--- config.mk ---
export PLATFORM = sky130hd
export DESIGN_NAME = pep_seq_counter_accum
export DESIGN_NICKNAME = d
export VERILOG_FILES = /design/src/rtl/pep_seq_counter_accum.sv
export SDC_FILE = /design/constraint.sdc
export NUM_CORES = 1
export LEC_CHECK = 0
export BUFFER_PORTS_ARGS = -buffer_cell sky130_fd_sc_hd__buf_2
export CAP_MARGIN = 20
export CELL_PAD_IN_SITES_DETAIL_PLACEMENT = 2
export CELL_PAD_IN_SITES_GLOBAL_PLACEMENT = 2
export CORE_ASPECT_RATIO = 1.25
export CORE_MARGIN = 2
export CORE_UTILIZATION = 35
export DETAILED_ROUTE_END_ITERATION = 12
export MAX_ROUTING_LAYER = met4
export PLACE_DENSITY = 0.73
export REMOVE_ABC_BUFFERS = 1
export SETUP_SLACK_MARGIN = 0.1
export SLEW_MARGIN = 20
export SYNTH_ARGS = -nofsm -noshare
export SYNTH_HDL_FRONTEND = slang
export SYNTH_SLANG_ARGS = --single-unit
export TNS_END_PERCENT = 100
--- constraint.sdc ---
create_clock -name clk -period 2.71 [get_ports clk]
set_input_delay 0.4065 -clock clk [delete_from_list [all_inputs] [get_ports clk]]
set_output_delay 0.4065 -clock clk [all_outputs]
set_load 0.02 [all_outputs]
--- src/rtl/pep_seq_counter_accum.sv ---
// Sequencer event counters: one wrap-around counter per increment bit,
// read out one cycle after request with optional clear-on-read.
module pep_seq_counter_accum #(
    parameter  int BATCH_PBS_NB      = 8,
    parameter  int CNT_W             = 32,
    localparam int CNT_NB            = 7 + BATCH_PBS_NB,
    localparam int IDX_W             = $clog2(CNT_NB),
    localparam int SEQ_COUNTER_INC_W = CNT_NB
) (
    input  logic                         clk,
    input  logic                         s_rst_n,
    input  logic [SEQ_COUNTER_INC_W-1:0] seq_counter_inc,
    input  logic                         rd_req,
    input  logic [IDX_W-1:0]             rd_idx,
    input  logic                         rd_clr,
    input  logic                         clr_all,
    output logic                         rd_vld,
    output logic [CNT_W-1:0]             rd_data,
    output logic                         rd_err
);

    // Bit i of seq_counter_inc drives counter i:
    // 0 ipip_flush, 1 bpip_waiting_batch, 2.. batch_filling[],
    // then batch_flush, batch_timeout, batch, load_ack, cmux_not_full_batch.
    logic [SEQ_COUNTER_INC_W-1:0] inc_q;
    logic [CNT_W-1:0]             cnt_q [CNT_NB];
    logic [CNT_W-1:0]             cnt_d [CNT_NB];
    logic [CNT_NB-1:0]            clr_vec;

    logic                         idx_ok;
    logic                         rd_vld_q;
    logic                         rd_vld_d;
    logic [CNT_W-1:0]             rd_data_q;
    logic [CNT_W-1:0]             rd_data_d;
    logic                         rd_err_q;
    logic                         rd_err_d;

    assign idx_ok = ({1'b0, rd_idx} < (IDX_W+1)'(CNT_NB));

    // Clear is applied first, so a same-edge increment lands on zero.
    always_comb begin
        clr_vec = '0;
        for (int i = 0; i < CNT_NB; i++) begin
            clr_vec[i] = clr_all
                       | (rd_req & rd_clr & (rd_idx == IDX_W'(i)));
            cnt_d[i]   = (clr_vec[i] ? '0 : cnt_q[i])
                       + CNT_W'(inc_q[i]);
        end
    end

    always_comb begin
        rd_vld_d  = rd_req;
        rd_err_d  = rd_req & ~idx_ok;
        rd_data_d = '0;
        if (rd_req && idx_ok) begin
            rd_data_d = cnt_q[rd_idx];
        end
    end

    always_ff @(posedge clk or negedge s_rst_n) begin
        if (!s_rst_n) begin
            inc_q     <= '0;
            rd_vld_q  <= 1'b0;
            rd_data_q <= '0;
            rd_err_q  <= 1'b0;
            for (int i = 0; i < CNT_NB; i++) begin
                cnt_q[i] <= '0;
            end
        end else begin
            inc_q     <= seq_counter_inc;
            rd_vld_q  <= rd_vld_d;
            rd_data_q <= rd_data_d;
            rd_err_q  <= rd_err_d;
            for (int i = 0; i < CNT_NB; i++) begin
                cnt_q[i] <= cnt_d[i];
            end
        end
    end

    assign rd_vld  = rd_vld_q;
    assign rd_data = rd_data_q;
    assign rd_err  = rd_err_q;

endmodule

# Yosys cells after proc, flatten, opt, wreduce, memory -nomap -nowiden
# Cells that the tools add are included.
dict set report totals {
  ff_bits 529
  inputBits 24
  wordCells 105
}
dict set report classes {
  addsub 15
  n_lt_le_gt_ge 2
  n_eq_ne 14
  mux 19
  bitwise_logic 34
  n_reduce_logical 2
}
# op n
set op_table {}
lappend op_table {{2-to-1 mux 32 bit} 18}
lappend op_table {{adder 32 x 1 -> 32 bit} 15}
lappend op_table {{binary-select mux 32 bit (select 4 bit)} 1}
lappend op_table {{equality test 4 bit (second input constant)} 7}
lappend op_table {{AND 1 bit} 17}
lappend op_table {{equality test 4 x 3 -> 1 bit (second input constant)} 4}
lappend op_table {{OR 1 bit} 15}
lappend op_table {{equality test 4 x 2 -> 1 bit (second input constant)} 2}
lappend op_table {{greater-or-equal comparator 5 bit (second input constant)} 1}
lappend op_table {{NOT 4 -> 5 bit} 1}
lappend op_table {{equality test 4 x 1 -> 1 bit (second input constant)} 1}
lappend op_table {{logical NOT 4 bit} 1}
lappend op_table {{< comparator 4 bit (second input constant)} 1}
lappend op_table {{logical AND 1 bit} 1}
lappend op_table {{NOT 1 bit} 1}

# Depth between registers and ports, before layout
# Gate-level depths: netlist of the first run.
dict set report logic_depth {
  depth_word 5
  depth_mapped 14
  mapped_depth_nobuf 11
}

# Worst setup path before layout of the first run
# OpenSTA, ideal clock, no wires.
dict set report synth_timing {
  path_type {input port to flip-flop}
  start {input port rd_idx[1]}
  end {register cnt_q[150] in the netlist's numbering}
  arrival_ps 3161
  path_slack_ps -529
  stages 13
  n_path_buf 3
  cell_sequence {buf_6 > nor2b_1 > clkbuf_1 > a21oi_1 > clkbuf_1 > and2_1 > ha_1 > ha_1 > nand2_1 > nor4_2 > nand3_1 > or3_1 > a21oi_1}
}
# item line_no
set synth_rtl {}
lappend synth_rtl {{start: declaration} 14} ;# input logic [IDX_W-1:0] rd_idx,
lappend synth_rtl {{end signal: indexed assignment} 75} ;# cnt_q[i] <= cnt_d[i];
lappend synth_rtl {{end: declaration} 26} ;# logic [CNT_W-1:0] cnt_q [CNT_NB];

==> results.txt, run 1 <==
The run finished with clean final reports. In this run the standard cell core region covers ~80000 µm². The chip width is 260.5 µm. Across all layers, the routed design uses 24290 vias. For this run, asynchronously set or reset flops after synthesis account for 100.0%. Summed over all instances, the cell type with the most area after synthesis is dfrtp_1.

The global placer's final weighted congestion came out at 0.8927. The die covers 84540 µm². Synthesis inferred roughly 530 register bits. Using the TritonRoute via totals, the vias-per-cell ratio works out to 5.710. The number of distinct standard cells referenced by the synthesized netlist is 54. The most used flip-flop cell after synthesis is dfrtp_1.

The largest net degree at the start of global routing is 107. The global router's overall resource usage is 26.78%. The yosys synthesis warning count is 0.

The signed area change from the synthesized netlist to the final layout is 18.84%. The worst hold path was traced through 3 stages. The worst-case register-to-register setup slack came out at 0.27 ns.

Global routing finished with a remaining overflow of 0. The via count of the first global-routing pass came out at 27010. The clock tree root driver cell is clkbuf_16. The final period utilization is between 90% and 100%.

STA classifies the critical path startpoint as a primary input. During I/O placement, the number of pins put on the boundary was 58. The total number of H-tree levels is 2. The combined area of all synthesized cells is 28770 µm². The post-placement setup slack is -0.5255 ns. The tree built by TritonCTS fans out to around 530 sinks. Counting stages on the worst path, the most repeated cell is a21oi_1.

The average size of a mapped cell came out at between 9 and 10 µm². The site row count came out at 117. The final number of max-transition violations came out at 0. Yosys instantiated no cell more often than dfrtp_1. The sequential share of the synthesized area came out at 46.01%. TritonCTS built the clock tree. Across the run, the number of max-cap violations was 0. The post-synthesis cell count came out at between 2000 and 3000. The leakage power of the design came out at roughly 14 nW. The switching share of total power is between 20 and 30%. The portion of total power attributed to combinational logic is 6.6%. Port buffering added 57 buffers. The power density normalized to cell area came out at 513.8 nW/µm². The transition time at the pin with the least slew margin came out at between 0.9 and 1 ns. The worst-skew pair later-pin latency is 0.67 ns. The most critical setup path has its startpoint at rd_req. The internal portion of the total power is 13.13 mW. IR analysis of the VDD net gives a maximum drop of approximately 500 µV. The clock period minus final worst setup slack is 2.555 ns. In the post-synthesis netlist, the biggest area contributors are dfrtp_1 (46%), xor2_1 (7.6%), mux4_2 (7.5%). In this run the most critical hold path is launched from rd_req. Setup repair after global routing could not meet its margin everywhere. The data arrival at the endpoint of the critical path is approximately 3.1 ns. For this configuration, the core starts out at a cell density of 35.35%. The count of flip-flops with a built-in enable after synthesis is 0.

The number of nets in the finished design is 3195. The worst hold path belongs to the class primary input to flop. The violation count after the first detailed-routing iteration came out at 1455. Once routing completed, OpenROAD measured the worst setup slack at ~0.16 ns. The largest single stage delay on the critical path is 0.55 ns. Counting along the longest clock path gives a buffer depth of 3. The endpoint identified for the worst register-to-register timing path is cnt_q[118].

The fraction of layout cells with a size suffix above 1 came out at 16.28%. Detailed placement ended at an HPWL of 81620 µm. Measured in cells, the most critical reg-to-reg path has a length of 9. The initial antenna violation count is 6. The signal on the critical path passes through buf_2, buf_4, and4b_1, a21oi_1, and2_1, ha_1, nand4_1, nor3_2, nand3_1, or4_1, a21oi_1. The worst setup path is captured at a flop.

The clock skew after layout is 0.03165 ns. The largest fanout on the critical path is 6. Timing would allow up to 391.4 MHz. The sequential cell fraction of total power came out at between 40% and 50%. The worst register-to-register path begins at cnt_q[96]. The final count of hold timing violations came to 0. STA puts the critical path data required time at approximately 3.3 ns. The final antenna-violating net count came out at 0. Across all hold checks on the routed design, the worst slack comes to 0.2240 ns. The worst-case hold path end point is rd_vld.

The routed wire length came out at 109100 µm. The first global-routing pass estimated 168900 µm of wire. Clock-pin slew was measured on the worst setup and hold paths at 0.07 ns. The total setup violations reported at the end of the flow came out at 0. The critical path is of the primary input to flop type. The number of DRC violations after detailed routing is 0.

Of the post-synthesis cell area, the dominant cell type holds 46.01%. By count the netlist is led by dfrtp_1 (529), nor2_1 (485), xor2_1 (249). The average routed wire per standard cell is 25.64 µm. The total clock buffers created by CTS is 59. The clock network burns 47.2% of the power. The floorplan die height came out at around 320 µm. The total net switching power came out at 4.434 mW. The number of detailed-route iterations in the first pass is 5. Among all stages on the critical path, the largest delay is contributed by or4_1. The headroom to the max-slew limit is 34.10%.
[sequential cells by signal, summed over array words and instances, names as in the netlist]
signal	count
rd_err	1
inc_q	15
rd_vld	1
rd_data	32
cnt_q	480
[metrics by stage]
step                      total power, mW  setup TNS, ns  area (µm²)  instances  utilization [%]
after floorplan                     8.571         -87.08       28240       2765                -
after global placement              9.346         -55.60       31990       4130            39.30
after detailed placement            9.402         -82.67       31990       4130            39.30
after CTS                           17.77              0       34100       4251            41.89
after global routing                18.12              0       34190       4252            42.00
final                               17.57              0       34190       4254            42.01
[repair_timing]
action                                 CTS  global route
setup endpoints to repair                0            48
endpoints found under the hold margin   49             0
hold buffers                            16             0
resized for setup                        0            19
buffers inserted                         0             1
[power groups by stage]
| stage | Clock, mW | Combinational, mW | Sequential, mW |
|---|---|---|---|
| final | 8.29 | 1.16 | 8.12 |
| after global routing | 8.75 | 1.25 | 8.12 |
| after CTS | 8.48 | 1.17 | 8.11 |
| after detailed placement | 0 | 1.14 | 8.26 |
| after global placement | 0 | 1.10 | 8.25 |
| after floorplan | 0 | 0.353 | 8.22 |
[cells by family (layout without fill, tap and decap cells)]
kind of cell	after synthesis	after routing	share of synthesized area (%)
adders and majority gates	34	34	1.478
xor gates and xnor gates	407	407	12.39
DFF	529	529	46.01
and+or+nand+nor	1400	1400	23.92
buffers and inverters	164	449	2.270
AOI/OAI and AO/OA	201	201	4.157
muxes	161	161	9.775
other	0	2	0
[per-layer routing]
layer | vias to the layer above | global-route usage (%) | part of all wire [%]
li1 | 10700 | - | -
met1 | 12880 | 31.60 | 40
met2 | 504 | 46.14 | 52
met3 | 205 | 2.918 | 3.6
met4 | 0 | 11.29 | 4.7
met5 | - | - | 0
[final cells by class]
| type | instances | area [µm²] |
|---|---|---|
| fillers | 8751 | 47200 |
| multi-input cells | 2203 | 15010 |
| flip-flops and latches | 529 | 13240 |
| repair buffers | 311 | 2532 |
| clock buffers | 86 | 1749 |
| well taps | 1071 | 1340 |
| clock inverters | 19 | 196.4 |
| inverters | 33 | 123.9 |
| diodes | 2 | 5.005 |
[worst max path at each step]
| stage | end | slack (ns) |
|---|---|---|
| after global placement | cnt_q[408] | -0.44 |
| after floorplan | cnt_q[180] | -0.98 |
| final | cnt_q[223] | 0.16 |
| after detailed placement | cnt_q[190] | -0.53 |
| after CTS | cnt_q[118] | 0.16 |
| after global routing | cnt_q[223] | 0.06 |
[worst max-delay path, delay by kind of cell]
family | cells | cell delay [ns]
and+or+nand+nor | 6 | 1.84
AOI/OAI and AO/OA | 2 | 0.38
buffers and inverters | 2 | 0.29
adders and majority gates | 1 | 0.22
[layout by cell type, fill, tap and decap left out, drive strengths merged, types with 2 or more instances in the layout]
cell / count
xor2: 249
nand3: 195
and3: 54
o22ai: 9
nand4b: 5
bufinv: 3
or4: 6
or2: 3
o31ai: 6
ha: 34
clkinv: 12
mux2i: 65
diode: 2
nand4: 160
or3: 32
mux4: 96
nand2b: 3
and2: 59
and4: 42
dfrtp: 529
xnor2: 158
dlygate4sd3: 16
o2111ai: 2
inv: 34
nand2: 219
nor4b: 2
nor2: 485
clkbuf: 86
a2111oi: 2
nor2b: 3
nor3: 66
a211o: 26
buf: 295
o211ai: 13
and4b: 3
nor4: 57
o21ai: 70
clkinvlp: 3
a21oi: 68
Note: power is estimated with default switching activity, not from simulation.
==> run 2, diff against run 1 <==
Settings changed: CORE_UTILIZATION 35 to 27, PLACE_DENSITY 0.73 to 0.6.
==> results.txt, run 2 (synthesis gave the netlist of run 1 again) <==
Before CTS, the worst setup slack after placement is -0.5272 ns. For the worst setup path, the data arrival time is 3.04 ns. The power density normalized to cell area is 528.3 nW/µm². The number of placed instances with taps included came out at 4500. The signed area change from the synthesized netlist to the final layout came out at 21.31%. The register containing the most flip-flops in the final layout is cnt_q. The top-level I/O count came out at a little under 60. The leftover overflow at the end of global routing came out at 0. The detailed-route vias per instance is 5.188. After detailed placement, the total cell area comes to between 30000 and 40000 µm². At the pin with the least slew margin, the transition time is roughly 0.71 ns. The via count of the first global-routing pass is around 27000.

The routed wire length came out at 112600 µm. The flip-flop count of the largest register after layout is 480. Setup violations remaining at the end of the flow were counted as 0. The number of fillers in the final layout is 11540.

The global placer's final weighted congestion is 0.9323. The clock transition time at the flip-flop clock pins of the worst setup and hold paths came out at 0.06 ns. The worst setup path is launched from a primary input. The worst pin sits at a relative slew slack of 52.75%.

The leading cell type in the layout, fill and taps excluded is dfrtp_1. The number of nets in the finished design is 3228. The initial antenna violation count came out at 11. The die area came out at 109200 µm². By startpoint and endpoint, the worst setup path is classified as primary input to flop. Once layout is complete, the utilization of the core stands at 33.08%. The count of input and output buffers is 57. Cells with a size suffix above 1 make up 16.85% of the layout.

In the layout the commonest cells are dfrtp_1 (529), nor2_1 (484), xor2_1 (249), buf_4 (249), nand2_1 (219). Once detailed placement completed, the half-perimeter wirelength came to 85460 µm. The final number of max-transition violations is 0. The routed layout has ~24000 vias.

The number of detailed-route iterations in the first pass is 5. The tree is rooted in a clkbuf_16. The largest fanout on the critical path came out at 8. The number of diodes added for antenna fixing is 0.

The final count of hold timing violations is 0. The post-route standard cell area excluding fillers is 34900 µm². Counting along the longest clock path gives a buffer depth of 3. The site row count came out at 133.

The clock period minus final worst setup slack is approximately 2.5 ns. The violation count after the first detailed-routing iteration came out at 1313. Setup repair after global routing could not meet its margin everywhere. The final antenna-violating net count came out at 0. Overall power consumption after layout is estimated at about 18 mW. The clock sink count came out at 529.

The leakage power of the design is 14.44 nW. The final period utilization is approximately nine tenths. The floorplan die height is approximately 370 µm. The total number of H-tree levels came out at 3. The first global-routing pass estimated roughly 170000 µm of wire. The global router's overall resource usage came out at a little over a fifth. The number of DRC violations after detailed routing came out at 0.

The total clock buffers created by CTS came out at 66. The run finished with clean final reports. The largest net degree at the start of global routing is 77. The worst setup path is captured at a flop. The timing-limited maximum frequency is approximately 400 MHz.

Registers take 13240 µm². TritonCTS built the clock tree. The highest-utilization routing layer at the global route stage is met2.

Dividing the detail-routed wire length by the instance count gives 24.29 µm. The clock skew after layout is 0.03543 ns. The number of cells in the finished layout apart from fillers came out at 4634. The worst-case IR drop observed on VDD is 441.5 µV. The effective utilization at floorplan came out at 27.27%. The worst-skew pair later-pin latency came out at 0.66 ns. The met3 usage is ~2.5%. The worst-case register-to-register setup slack is 0.33 ns. Across the run, the number of max-cap violations was 0.

The min-delay analysis places its worst path in the category primary input to asynchronous set/reset pin. Measured along the x axis, the die boundary spans 296.0 µm. The met2 usage came out at 37.96%. The smallest setup slack after layout is between 0.2 and 0.25 ns. The data required time at the worst endpoint is 3.27 ns. The met1 track demand over resource in global routing came out at 25.29%. The core region is 105500 µm². The multi-input logic area is around 15000 µm².
-- run 2: path summary, 6_finish.rpt --
| kind | depth (start not counted) | endpoint | from |
|---|---|---|---|
| worst max-delay path | 13 | cnt_q[316] | rd_req |
| worst min-delay path | 2 | cnt_q[304] | s_rst_n |
| worst max register to register | 9 | cnt_q[114] | cnt_q[96] |
| worst min register to register | 1 | cnt_q[448] | inc_q[0] |
| max in group asynchronous | 3 | cnt_q[22] | s_rst_n |
| min in group clk | 4 | rd_err | rd_req |
-- run 2: layout make-up --
type	count	share of cell area (%)
well taps	1417	5.079
repair buffers	337	7.571
flip-flops and latches	529	37.93
inverters	33	0.3549
clock inverters	25	0.8388
clock buffers	90	5.424
multi-input cells	2203	42.81
-- run 2: what timing repair did --
item / in CTS / in global routing
setup endpoints to repair: 0 / 12
setup buffers: 0 / 2
hold endpoints to repair: 47 / 0
gates resized for setup: 0 / 4
hold buffers: 17 / 0
-- run 2: per-stage QoR --
stage	hold slack (ns)	TNS (ns)
4_1_cts	0.2947	0
6_report	0.3038	0
5_1_grt	0.3258	0
2_1_floorplan	0.1109	-87.08
3_5_place_dp	0.4058	-60.58
3_3_place_gp	0.3923	-38.16
-- run 2: critical path: stages --
cell	delay, ns
buf_2	0.14
and4b_1	0.32
a21oi_1	0.32
buf_4	0.19
buf_4	0.18
and2_1	0.18
ha_1	0.19
nand3_1	0.10
nor4_1	0.21
buf_4	0.19
nand2_1	0.08
or3_1	0.36
a21oi_1	0.18
-- run 2: power breakdown --
part / switching [mW] / leakage [nW] / internal, mW / total (mW)
combinational: 0.767 / 6.06 / 0.406 / 1.17
clock: 3.77 / 1.08 / 5.38 / 9.15
sequential: 0.116 / 7.30 / 8.00 / 8.12
-- run 2: layer usage --
layer | wire (µm) | vias to the layer above
met2 | 58800 | 395
met4 | 4216 | 0
met1 | 45910 | 12710
met5 | 0 | -
li1 | - | 10780
met3 | 3655 | 162
==> run 3, diff against run 2 <==
Settings changed: CORE_MARGIN 2 to default.
==> results.txt, run 3 (synthesis gave the netlist of run 1 again) <==
The critical path start-end classification is primary input to flop. In the layout the commonest cells are dfrtp_1 (529), nor2_1 (485), xor2_1 (249), buf_4 (243), nand2_1 (219). The violation count after the first detailed-routing iteration is 1327. Setup repair after global routing left no endpoint under its margin. The first global-routing pass estimated 172300 µm of wire.

Of the available clock period, the critical path in the final layout requires 91.89%. The routed wire length came out at roughly 110000 µm. In this run the worst hold path is classified as primary input to flop. The first detailed-routing pass ran for 5 iterations. The total setup violations reported at the end of the flow is 0. Static timing analysis puts the maximum clock frequency at 401.6 MHz. The core outline area is 105300 µm². The clock period could shrink to about 2.5 ns. The detailed-route vias per instance is 5.196. The worst setup path is captured at a flop. The leakage power of the design is between 10 and 15 nW.

STA puts the critical path data arrival time at 3.00 ns. The count of input and output buffers is between 50 and 60. The max-cap check violation count is 0.

The CTS tree is yes. The clock skew after layout came out at ~0.024 ns. The final number of max-transition violations came out at 0.

The total clock buffers created by CTS is 68. The flow ran to the end, and the final reports show no timing, DRC or antenna violations. STA classifies the critical path startpoint as a primary input.

For this configuration, the core starts out at a cell density of between 20% and 30%. The leftover overflow at the end of global routing came out at 0. The via count of the first global-routing pass was between 20000 and 30000. The transition time at the pin with the least slew margin is 0.7485 ns. The site row count came out at around 130. Detailed placement ended at an HPWL of between 80000 and 90000 µm.

Detailed routing inserted a total of 24090 vias. In this run the count of I/O pins placed on the die edge is 58. The clock tree root driver cell is clkbuf_16. The data required time at the worst endpoint came out at ~3.2 ns. The average routed wire per standard cell came out at 24.19 µm. From left edge to right edge, the die measures 294.0 µm. The largest fanout on the critical path came out at 15. Once detail routing completed, the nets flagged for antenna violations numbered 0. The initial antenna violation count came out at 10. The clock sink count came out at 529. The net count of the finished layout is between 3000 and 4000.

The number of DRC violations after detailed routing came out at 0. The flip-flop count of the largest register after layout came out at 480. The total number of H-tree levels came out at 3. The worst-skew pair later-pin latency came out at 0.64 ns. After clock tree synthesis, the clock-pin slew on the worst setup and hold paths is 0.06 ns.

The floorplan die height is 367.0 µm. The signed area change from the synthesized netlist to the final layout came out at 21.13%. The final core utilization is between 30% and 40%. The fraction of layout cells with a size suffix above 1 is 16.38%. More flip-flops sit in one register than any other, and that register is cnt_q.

The number of cells in the finished layout apart from fillers came out at 4635. Entering global routing, the biggest net connects 98 pins. The headroom to the max-slew limit came out at 50.10%. The final count of hold timing violations came out at 0. Routability-driven placement finished with a final weighted congestion of between 0.9 and 1.

The die area came out at 107900 µm². The power density normalized to cell area came out at between 500 and 600 nW/µm². The worst supply voltage drop on vdd is 387.5 µV. The global router's overall resource usage came out at 21.69%. Leaving out fill and tap cells, the most frequent cell in the layout is dfrtp_1. The clock passes through at most 3 buffers. Including well taps, the total number of placed cells is 4495.
==> run 3: cell count changes in the layout (fill, tap and decap cells not counted), sizes merged <==
| cell | before | now |
|---|---|---|
| diode | 0 | 1 |
| clkinvlp | 2 | 0 |
| buf | 320 | 313 |
| clkinv | 14 | 8 |
| bufinv | 5 | 3 |
| clkbuf | 90 | 107 |
==> run 3: per-stage QoR <==
step	TNS, ns	power (mW)	hold slack [ns]	instance area (µm²)	worst slack (ns)
3_3_place_gp	-17.50	9.359	0.2690	32460	-0.4021
2_1_floorplan	-87.08	8.571	0.1109	28240	-0.9840
4_1_cts	0	18.77	0.009970	34850	0.1930
5_1_grt	0	19.11	0.06200	34850	0.1019
3_5_place_dp	-41.27	9.398	0.2692	32460	-0.5589
6_report	0	18.44	0.04071	34850	0.2197
==> run 3: critical path, cell delays in order <==
cell and delay, ns:
buf_2 0.28, a21oi_1 0.25, and2_1 0.16, ha_1 0.19, buf_4 0.15, nand4_1 0.09, nand4bb_1 0.24, buf_4 0.20
nor4_1 0.58, buf_4 0.22, xnor2_1 0.11, nor2_1 0.05
==> run 3: layout make-up <==
class,instances,area (µm²)
multi-input combinational,2203,14930
timing repair buffer,330,2577
clock buffer,107,2031
antenna,1,2.502
tap,1417,1773
sequential,529,13240
clock inverter,15,176.4
fill,11450,70480
inverter,33,123.9
==> run 3: final timing paths <==
kind	startpoint	to	slack, ns	cells after the start
max	clr_all	cnt_q[479]	0.22	12
min	rd_idx[2]	rd_err	0.04	3
max reg2reg	cnt_q[448]	cnt_q[479]	0.25	10
min reg2reg	inc_q[10]	cnt_q[128]	0.49	1
max in group asynchronous	s_rst_n	cnt_q[10]	1.52	4
min in group asynchronous	s_rst_n	cnt_q[275]	0.23	2
==> run 3: routing by layer <==
metal	up-vias	GRT usage, %	wire length (µm)
li1	10770	-	-
met1	12710	25.03	45500
met2	430	38.10	58590
met3	175	2.521	3724
met4	0	8.474	4324
met5	-	-	0
==> run 3: repair_timing <==
action,4_1_cts,5_1_grt
hold buffers,17,0
endpoints found under the hold margin,180,0
pin swaps,0,1
setup endpoints to repair,1,3
buffers inserted,0,0
gates resized for setup,1,1
==> run 3: where the power goes <==
group / internal (mW) / total [mW] / switching (mW)
combinational: 0.394 / 1.14 / 0.748
sequential: 8.00 / 8.11 / 0.111
clock: 5.43 / 9.18 / 3.75
